### src/rtl/soqpsk_pkg.sv
// soqpsk_pkg: shared constants, FSM state type and PRBS-9 seed/taps for the SOQPSK LUT sequencer
package soqpsk_pkg;
  localparam int SPS_LOG2 = 6;
  localparam int HIST_W = 3;
  localparam int ROM_LAT = 2;
  localparam int SAMP_W = 14;
  localparam int ROM_AW = HIST_W + SPS_LOG2;
  localparam logic [8:0] PRBS_SEED = 9'h1FF;
  localparam logic [8:0] PRBS_TAPS = 9'h110;
  typedef enum logic [1:0] {IDLE, RUN, DRAIN} state_t;
endpackage

### src/rtl/soqpsk_prbs9.sv
// soqpsk_prbs9: PRBS-9 (x^9+x^5+1) bit source that advances once per accepted bit
module soqpsk_prbs9
  import soqpsk_pkg::*;
(
  input  logic clock,
  input  logic reset,
  input  logic advance,
  output logic bit_out
);
  logic [8:0] lfsr_q, lfsr_d;
  always_comb lfsr_d = advance ? {lfsr_q[7:0], ^(lfsr_q & PRBS_TAPS)} : lfsr_q;
  always_ff @(posedge clock) lfsr_q <= reset ? PRBS_SEED : lfsr_d;
  assign bit_out = lfsr_q[8];
endmodule

### src/rtl/soqpsk_lut_sequencer.sv
// soqpsk_lut_sequencer: SOQPSK waveform ROM sequencer; SOQPSK_TEST_PATTERN_EN adds a test_mode PRBS-9 bit source
module soqpsk_lut_sequencer
  import soqpsk_pkg::*;
(
  input  logic              clock,
  input  logic              reset,
  input  logic              enable,
  input  logic              sample_en,
  input  logic              bit_in,
  input  logic              bit_valid,
`ifdef SOQPSK_TEST_PATTERN_EN
  input  logic              test_mode,
`endif
  output logic              bit_ready,
  output logic [ROM_AW-1:0] rom_address,
  input  logic [SAMP_W-1:0] rom_q,
  output logic [SAMP_W-1:0] sample_out,
  output logic              sample_valid,
  output logic              busy,
  output logic              underrun,
  input  logic              underrun_clr
);
  state_t state_q, state_d;
  logic [HIST_W-1:0] hist_q, hist_d;
  logic [SPS_LOG2-1:0] idx_q, idx_d;
  logic [ROM_AW-1:0] addr_q, addr_d;
  logic [SAMP_W-1:0] sample_q, sample_d;
  logic [ROM_LAT:0] vpipe_q, vpipe_d;
  logic fill_q, fill_d, underrun_q, underrun_d, sample_valid_q, sample_valid_d;
  logic tm, src_bit, src_valid, ready_int, set_ur;
`ifdef SOQPSK_TEST_PATTERN_EN
  logic prbs_bit;
  soqpsk_prbs9 u_prbs (.clock(clock), .reset(reset), .advance(tm & ready_int), .bit_out(prbs_bit));
  assign tm = test_mode;
  assign src_bit = tm ? prbs_bit : bit_in;
  assign src_valid = tm | bit_valid;
`else
  assign tm = 1'b0;
  assign src_bit = bit_in;
  assign src_valid = bit_valid;
`endif
  always_comb begin
    state_d = state_q;
    hist_d = hist_q;
    idx_d = idx_q;
    addr_d = addr_q;
    fill_d = fill_q;
    ready_int = 1'b0;
    set_ur = 1'b0;
    vpipe_d = {vpipe_q[ROM_LAT-1:0], 1'b0};
    sample_valid_d = vpipe_q[ROM_LAT];
    sample_d = vpipe_q[ROM_LAT] ? rom_q : sample_q;
    case (state_q)
      IDLE: begin
        ready_int = enable;
        if (enable && src_valid) begin
          hist_d = {hist_q[HIST_W-2:0], src_bit};
          idx_d = '0;
          state_d = RUN;
        end
      end
      RUN: if (sample_en) begin
        addr_d = {hist_q, idx_q};
        vpipe_d[0] = 1'b1;
        idx_d = idx_q + 1'b1;
        // symbol boundary: take the next bit, or repeat the fill pattern on underrun
        if (idx_q == '1) begin
          ready_int = enable;
          if (!enable) state_d = DRAIN;
          else if (src_valid) hist_d = {hist_q[HIST_W-2:0], src_bit};
          else begin
            hist_d = {hist_q[HIST_W-2:0], fill_q};
            fill_d = ~fill_q;
            set_ur = ~tm;
          end
        end
      end
      DRAIN: if (vpipe_q[ROM_LAT-1:0] == '0) state_d = IDLE;
      default: state_d = IDLE;
    endcase
    underrun_d = set_ur | (underrun_q & ~underrun_clr);
  end
  always_ff @(posedge clock) begin
    if (reset) begin
      state_q <= IDLE;
      hist_q <= '0;
      idx_q <= '0;
      addr_q <= '0;
      sample_q <= '0;
      vpipe_q <= '0;
      fill_q <= 1'b0;
      underrun_q <= 1'b0;
      sample_valid_q <= 1'b0;
    end else begin
      state_q <= state_d;
      hist_q <= hist_d;
      idx_q <= idx_d;
      addr_q <= addr_d;
      sample_q <= sample_d;
      vpipe_q <= vpipe_d;
      fill_q <= fill_d;
      underrun_q <= underrun_d;
      sample_valid_q <= sample_valid_d;
    end
  end
  assign bit_ready = ready_int & ~tm;
  assign rom_address = addr_q;
  assign sample_out = sample_q;
  assign sample_valid = sample_valid_q;
  assign busy = state_q != IDLE;
  assign underrun = underrun_q;
endmodule
### config.mk
export PLATFORM = sky130hd
export DESIGN_NAME = soqpsk_lut_sequencer
export DESIGN_NICKNAME = d
export VERILOG_FILES = /design/src/rtl/soqpsk_pkg.sv /design/src/rtl/soqpsk_prbs9.sv /design/src/rtl/soqpsk_lut_sequencer.sv
export SDC_FILE = /design/constraint.sdc
export NUM_CORES = 1
export LEC_CHECK = 0
export ABC_AREA = 1
export BUFFER_PORTS_ARGS = -buffer_cell sky130_fd_sc_hd__clkbuf_2
export CAP_MARGIN = 20
export CORE_MARGIN = 2
export CORE_UTILIZATION = 45
export DETAILED_ROUTE_END_ITERATION = 6
export GPL_ROUTABILITY_DRIVEN = 0
export PLACE_DENSITY = 0.71
export SYNTH_ARGS = -nofsm -noshare
export SYNTH_HDL_FRONTEND = slang
export SYNTH_SLANG_ARGS = --single-unit
### constraint.sdc
create_clock -name clock -period 2 [get_ports clock]
set_input_delay 0.1 -clock clock [delete_from_list [all_inputs] [get_ports clock]]
set_output_delay 0.1 -clock clock [all_outputs]
set_load 0.005 [all_outputs]
Yosys cells after proc, flatten, opt, wreduce, memory -nomap -nowiden. Cells that the tools add are included.

Bits in registers: 40. Bits in latches: 0. Bits in writable memories: 0. Bits in read-only memories: 0. Output and inout port bits: 27. Word-level logic and storage cells: 61. Memories kept: 0.

Add/sub/neg operators: 1. $mul: 0. Divide/modulo/power cells: 0. Magnitude comparators: 0. Equal/unequal tests: 9. Shift-type cells: 0. Muxes and demuxes: 24. Bitwise logic cells: 6. Reductions and logical operators: 11.

Operators with widths (number): $reduce_and A5 Y1 (3); $mux W3 (4); $mux W6 (2); $ne A2 B2 Y1 const B (6); $pmux W6 S2 (1); $mux W2 (5); $mux W1 (9); $add A6 B1 Y6 const B (1); $eq A6 B6 Y1 const B (1); $pmux W2 S3 (1); $pmux W3 S2 (1); $logic_not A2 Y1 (2); $not A1 Y1 (4); $reduce_bool A2 Y1 (2); $reduce_and A3 Y1 (1); $eq A2 B1 Y1 const B (1); $eq A2 B2 Y1 const B (1); $pmux W1 S2 (1); $reduce_and A2 Y1 (1); $reduce_or A2 Y1 (1); $and A1 B1 Y1 (1); $logic_and A1 B1 Y1 (1); $or A1 B1 Y1 (1).

Longest topological paths before layout. Gate-level depths: netlist (run 1).

Depth after elaboration: 6. Gate-level depth with buffers: 8.

Worst setup path before layout (run 1). No wires, ideal clock.

Path kind: register to register. From: register idx_q[1]. To: register hist_q[0]. Library setup time: 0.113 ns. Data arrival time: 1.062 ns. Required time: 1.887 ns. Path slack: 0.825 ns. Stages on the path, launching flop included: 7. Path buffers: 0. Clock period less this slack: 1.175 ns. Path through: dfxtp_1 -> ha_1 -> nand2_1 -> o21bai_2 -> nand3_2 -> nor2_1 -> nor2_1.

Longest elaborated chain between the ends: 3.

RTL lines: start, declared (RTL line soqpsk_lut_sequencer.sv:25) `logic [SPS_LOG2-1:0] idx_q, idx_d;`; start signal, assigned (RTL line soqpsk_lut_sequencer.sv:97) `idx_q <= idx_d;`; $eq A6 B6 Y1 (RTL line soqpsk_lut_sequencer.sv:67) `if (idx_q == '1) begin`; $ne A2 B2 Y1 (no source line); $reduce_and A5 Y1 (no source line); end signal, assigned (RTL line soqpsk_lut_sequencer.sv:96) `hist_q <= hist_d;`; end, declared (RTL line soqpsk_lut_sequencer.sv:24) `logic [HIST_W-1:0] hist_q, hist_d;`.

Every way passes these cells. A chain may end at the register's enable or synchronous reset.

Final worst setup path (run 1).
From: register idx_q[0]. To: output port bit_ready.

Longest elaborated chain between the ends: 4.

RTL lines: $eq A6 B6 Y1 (RTL line soqpsk_lut_sequencer.sv:67); $mux W1 (RTL line soqpsk_lut_sequencer.sv:67); $mux W1 (RTL line soqpsk_lut_sequencer.sv:62) `RUN: if (sample_en) begin`; $pmux W1 S2 (RTL line soqpsk_lut_sequencer.sv:53) `case (state_q)`; end, declared (RTL line soqpsk_lut_sequencer.sv:14) `output logic bit_ready,`.

Every way passes these cells.

==> summary.md, run 1 <==
| Metric | Value |
|---|---|
| WL per Instance | 10.97 µm |
| CP endpoint kind | output port |
| Ratio of cells with drive above 1 in the final layout | 24.01% |
| CTS tree | done |
| Postcts setup bufs | 0 |
| Sequential group share of total power | 52.2% |
| Final Hold Viols | 0 |
| CTS root buf | clkbuf_4 |
| Vias | 1,520 |
| Hold buffers post-CTS | 15 |
| Number of vias per cell | 4.677 |
| Worst slew pin tran | 0.4624 ns |
| Crit path max fanout | 4 |
| Clock latency on the worst-skew pair | 0.35 ns |
| Worst Hold Depth | 3 |
| Largest net degree at the start of global routing | 18 |
| Worst VDD drop | 0.5446 mV |
| Seq/Total Area, Yosys | 50.08% |
| Site Rows | 21 |
| Status | finished clean |
| Syn Area/Cell | 7.437 µm² |
| Final Cycle Share | 86.46% |
| I/O Pins | 48 |
| # clock sinks | 40 |
| Fin area | 2069 µm² |
| Detailed Place HPWL | 2.460 mm |
| Final setup vio count | 0 |
| CTS HTree Levels | 2 |
| Chip width | 63.61 µm |
| Synthesized net count | 237 |
| Leak | 1.002 nW |
| Critical path class | register to output port |
| Total die area | 4046 µm² |
| Post-CTS Resized | 0 |
| PD cells | 849.1 nW/µm² |
| Sw Share | 33.09% |
| CTS clk-pin slew, worst paths | 0.11 ns |
| Place WS | 0.6701 ns |
| Post-synthesis cell count | 215 |
| GRT overflow | 0 |
| Core area | 3363 µm² |
| First-pass GRT wire length | 6.285 mm |
| Power share of the clock group | 21.7% |
| Total Neg Setup Slack | 0 ns |
| Seq cells post-synth | 40 |
| DRT Pass-1 Iters | 4 |
| Ant diodes | 0 |
| Fin worst setup slack | 0.2708 ns |
| Hold WC Path Type | input port to register |
| CP Launch Type | register |
| Sw power | 0.5815 mW |
| Layout Nets | 301 |
| Critical path arrival | 1.63 ns |
| Bufs on Longest Clock Path | 2 |
| Total power | 1.757 mW |
| Tmin final | 1.729 ns |
| CTS Buf Count | 5 |
| Post-Syn Area | 1599 µm² |
| Slew headroom | 69.14% |
| Antenna violations before repair | 0 |
| Max_cap viols | 0 |
| Initial Utilization | 47.54% |
| Maximum clock frequency | 578.3 MHz |
| Antenna-violating nets left | 0 |
| Starting DRT DRC Count | 92 |
| YS warnings | 0 |
| Total wire length | 3.565 mm |
| Total GRT Usage | 20.08% |
| WP data required | 1.90 ns |
| Port bufs | 47 |
| Drt drc | 0 |
| Worst reg-to-reg path cell count | 6 |
| Slew Limit Fails | 0 |
| Vias in the first global route | 1,499 |
| Logic pwr share | 26.0% |
| Netlist cell types | 22 |
| Int Pwr | 1.176 mW |
| Die height | 63.61 µm |
| Worst clock skew | 0.005674 ns |
| RSZ-0062 raised after global routing | no |
| Fin Hold WS | 0.06447 ns |
| Placed Area | 1869 µm² |
| Area growth from synthesis to layout | 29.42% |
-- metrics by stage --
step                      utilization (%)  cells
after global routing                61.53    325
after detailed placement            55.58    303
after global placement              55.58    303
after floorplan                         -    215
after CTS                           61.53    325
final                               61.53    325
-- state kept, by name (all words and copies together) (netlist names) --
| register | count |
|---|---|
| rom_address | 9 |
| sample_valid | 1 |
| state_q | 2 |
| underrun | 1 |
| sample_out | 14 |
| fill_q | 1 |
| vpipe_q | 3 |
| hist_q | 3 |
| idx_q | 6 |
-- synthesized netlist by cell type --
cell type,count,share of area [%]
dfxtp_1,40,50
a21oi_1,15,4.7
xnor2_1,1,0.55
nand4_1,1,0.39
nor2_2,1,0.39
nand3_2,1,0.63
clkinv_2,1,0.31
o21ai_1,5,1.6
nor3_1,1,0.31
nand2_4,3,2.1
ha_1,1,0.78
nor2_1,53,12
nor2_4,1,0.70
nand3_1,6,1.9
o21bai_2,2,1.4
clkbuf_1,5,1.2
inv_2,3,0.70
buf_6,1,0.70
xor2_1,1,0.55
o21ai_0,19,5.9
nand2_1,35,8.2
inv_1,19,4.5
-- final timing paths --
check               end  slack (ns)        from
max reg2reg      fill_q        0.64    idx_q[0]
max           bit_ready        0.27    idx_q[0]
min reg2reg  vpipe_q[1]        0.43  vpipe_q[0]
min            idx_q[1]        0.06   sample_en
-- cell usage in the layout (no fill, tap or decap), drive strengths merged --
cell type	instances
clkbuf	52
ha	1
nand4	1
dlygate4sd3	15
xor2	1
o21bai	2
clkinvlp	1
nand3	7
inv	22
nor3	1
nand2	38
dfxtp	40
o21ai	24
a21oi	15
buf	1
nor2	55
xnor2	1
clkinv	2
-- power by group through the flow --
stage	Combinational (mW)	Sequential, mW	Clock (mW)
floorplan	0.313	0.929	0
global placement	0.433	0.934	0
detailed placement	0.435	0.936	0
CTS	0.460	0.919	0.404
global route	0.529	0.928	0.434
finish	0.457	0.918	0.382
-- per-layer routing --
layer | vias up | routed length [µm] | track usage (%) | part of all wire, %
li1 | 800 | - | - | -
met5 | - | 0 | 0 | 0
met4 | 0 | 50 | 9.783 | 1.4
met1 | 682 | 1568 | 23.26 | 44
met3 | 5 | 163 | 4.643 | 4.6
met2 | 33 | 1783 | 34.61 | 50
-- cell families after synthesis --
logic type | count (synthesis) | share of synthesized area, %
xor gates and xnor gates | 2 | 1.096
buffers and inverters | 29 | 7.355
and+or+nand+nor | 102 | 27.07
DFF | 40 | 50.08
AOI/OAI and AO/OA | 41 | 13.61
adders and majority gates | 1 | 0.7823
-- worst max-delay path: stages, from the launching register on --
cell and delay (ns):
dfxtp_1 0.39, ha_1 0.21, nand2_1 0.11, nor3_1 0.26
inv_1 0.07, a21oi_1 0.12, clkbuf_2 0.12
-- area by class of cell --
| cell class | instances | area (µm²) |
|---|---|---|
| flip-flops and latches | 40 | 800.8 |
| inverters | 23 | 87.58 |
| fillers | 344 | 1294 |
| well taps | 46 | 57.56 |
| multi-input cells | 146 | 680.7 |
| repair buffers | 63 | 392.9 |
| clock buffers | 5 | 37.54 |
| clock inverters | 2 | 12.51 |
(Power assumes the default switching activity.)
==> inputs of run 2 (changes only) <==
--- a/config.mk
+++ b/config.mk
@@ -12,7 +12,7 @@
 export CORE_UTILIZATION = 45
 export DETAILED_ROUTE_END_ITERATION = 6
 export GPL_ROUTABILITY_DRIVEN = 0
-export PLACE_DENSITY = 0.71
+export PLACE_DENSITY = 0.74
 export SYNTH_ARGS = -nofsm -noshare
 export SYNTH_HDL_FRONTEND = slang
 export SYNTH_SLANG_ARGS = --single-unit
==> constraint.sdc (replaced) <==
create_clock -name clock -period 1.5 [get_ports clock]
set_input_delay 0.075 -clock clock [delete_from_list [all_inputs] [get_ports clock]]
set_output_delay 0.075 -clock clock [all_outputs]
set_load 0.005 [all_outputs]
==> summary.md, run 2 (synthesis gave the netlist of run 1 again) <==
| Metric | Value |
|---|---|
| Core area | 3363 µm² |
| Final Hold Viols | 0 |
| CTS clk-pin slew, worst paths | 0.11 ns |
| I/O Pins | 48 |
| Number of vias per cell | 4.809 |
| CP Launch Type | register |
| Initial Utilization | 47.54% |
| Ratio of cells with drive above 1 in the final layout | 30.10% |
| Slew Limit Fails | 0 |
| Total GRT Usage | 21.66% |
| Antenna violations before repair | 0 |
| Final setup vio count | 0 |
| CTS root buf | clkbuf_4 |
| Vias in the first global route | 1,553 |
| Clock latency on the worst-skew pair | 0.33 ns |
| Post-Layout Cell Count | 335 |
| PD cells | 1184 nW/µm² |
| Die height | 63.61 µm |
| DP Cell Count | 305 |
| Chip width | 63.61 µm |
| Critical path arrival | 1.37 ns |
| WL per Instance | 12.35 µm |
| Slew headroom | 69.99% |
| Ant diodes | 0 |
| Crit path max fanout | 2 |
| Final Cycle Share | 96.32% |
| Area growth from synthesis to layout | 40.77% |
| Detailed Place HPWL | 2.491 mm |
| Worst slew pin tran | 0.4496 ns |
| Tmin final | 1.445 ns |
| Total wire length | 4.136 mm |
| Largest net degree at the start of global routing | 23 |
| Vias | 1,611 |
| Antenna-violating nets left | 0 |
| Worst clock skew | 0.002914 ns |
| Leak | 1.103 nW |
| CTS Buf Count | 5 |
| Port bufs | 47 |
| CP endpoint kind | output port |
| Worst VDD drop | 0.5050 mV |
| Layout Nets | 310 |
| Starting DRT DRC Count | 134 |
| Drt drc | 0 |
| Bufs on Longest Clock Path | 2 |
| Fin Hold WS | 0.05894 ns |
| WP data required | 1.42 ns |
| Critical path class | register to output port |
| Hold WC Path Type | input port to register |
| Status | finished clean |
| Site Rows | 21 |
| CTS HTree Levels | 2 |
| # clock sinks | 40 |
| Total die area | 4046 µm² |
| Most frequent cells in the layout | nor2_1, clkbuf_2, dfxtp_1 |
| Final core occ | 66.93% |
| Max reg flops | 14 |
| CTS tree | done |
| Fin worst setup slack | 0.05513 ns |
| Most common cell after layout, fill and taps aside | nor2_1 |
| GRT overflow | 0 |
| First-pass GRT wire length | 6.810 mm |
| Total Neg Setup Slack | 0 ns |
| Place WS | 0.1537 ns |
| Max_cap viols | 0 |
| DRT Pass-1 Iters | 4 |
| Maximum clock frequency | 692.1 MHz |
==> run 2: path summary, 6_finish.rpt <==
check | cells after the start | slack [ns] | end | start
setup / recovery | 6 | 0.06 | bit_ready | idx_q[1]
hold / removal | 3 | 0.06 | idx_q[1] | sample_en
setup reg to reg | 7 | 0.09 | hist_q[0] | idx_q[1]
hold reg to reg | 2 | 0.44 | vpipe_q[1] | vpipe_q[0]
==> run 2: layout make-up <==
type / instances / area (µm²)
Multi-Input combinational cell: 146 / 728.2
Timing Repair Buffer: 72 / 473.0
Clock inverter: 1 / 30.03
Fill cell: 299 / 1112
Tap cell: 46 / 57.56
Sequential cell: 40 / 809.5
Clock buffer: 7 / 65.06
Inverter: 23 / 87.58
==> run 2: what timing repair did <==
| item | 4_1_cts | 5_1_grt |
|---|---|---|
| resized for setup | 9 | 6 |
| hold endpoints to repair | 15 | 0 |
| buffers inserted | 6 | 1 |
| hold buffers | 15 | 0 |
| setup endpoints to repair | 1 | 3 |
| pin swaps | 3 | 3 |
==> run 2: stage by stage <==
step | power (mW) | cell area (µm²)
3_5_place_dp | 1.835 | 1897
6_report | 2.665 | 2251
3_3_place_gp | 1.830 | 1897
4_1_cts | 2.678 | 2222
5_1_grt | 2.831 | 2251
2_1_floorplan | 1.656 | 1599
==> run 2: metal layers <==
layer | wire, µm | vias up | GRT usage, % | part of all wire (%)
met5 | 0 | - | 0 | 0
met3 | 263 | 8 | 6.786 | 6.4
met4 | 47 | 0 | 7.880 | 1.1
met1 | 1701 | 718 | 23.24 | 41
met2 | 2123 | 66 | 39.47 | 51
li1 | - | 819 | - | -
==> run 2: critical path: stages (launching register included) <==
cell and delay (ns):
dfxtp_2 0.38, ha_4 0.16, nand2_4 0.07, nor3_4 0.15
inv_1 0.07, a21oi_2 0.10, clkbuf_2 0.11
==> run 2: power breakdown <==
group,internal (mW),switching (mW),total [mW]
clock network,0.443,0.338,0.780
logic,0.258,0.401,0.659
registers,1.16,0.0691,1.23
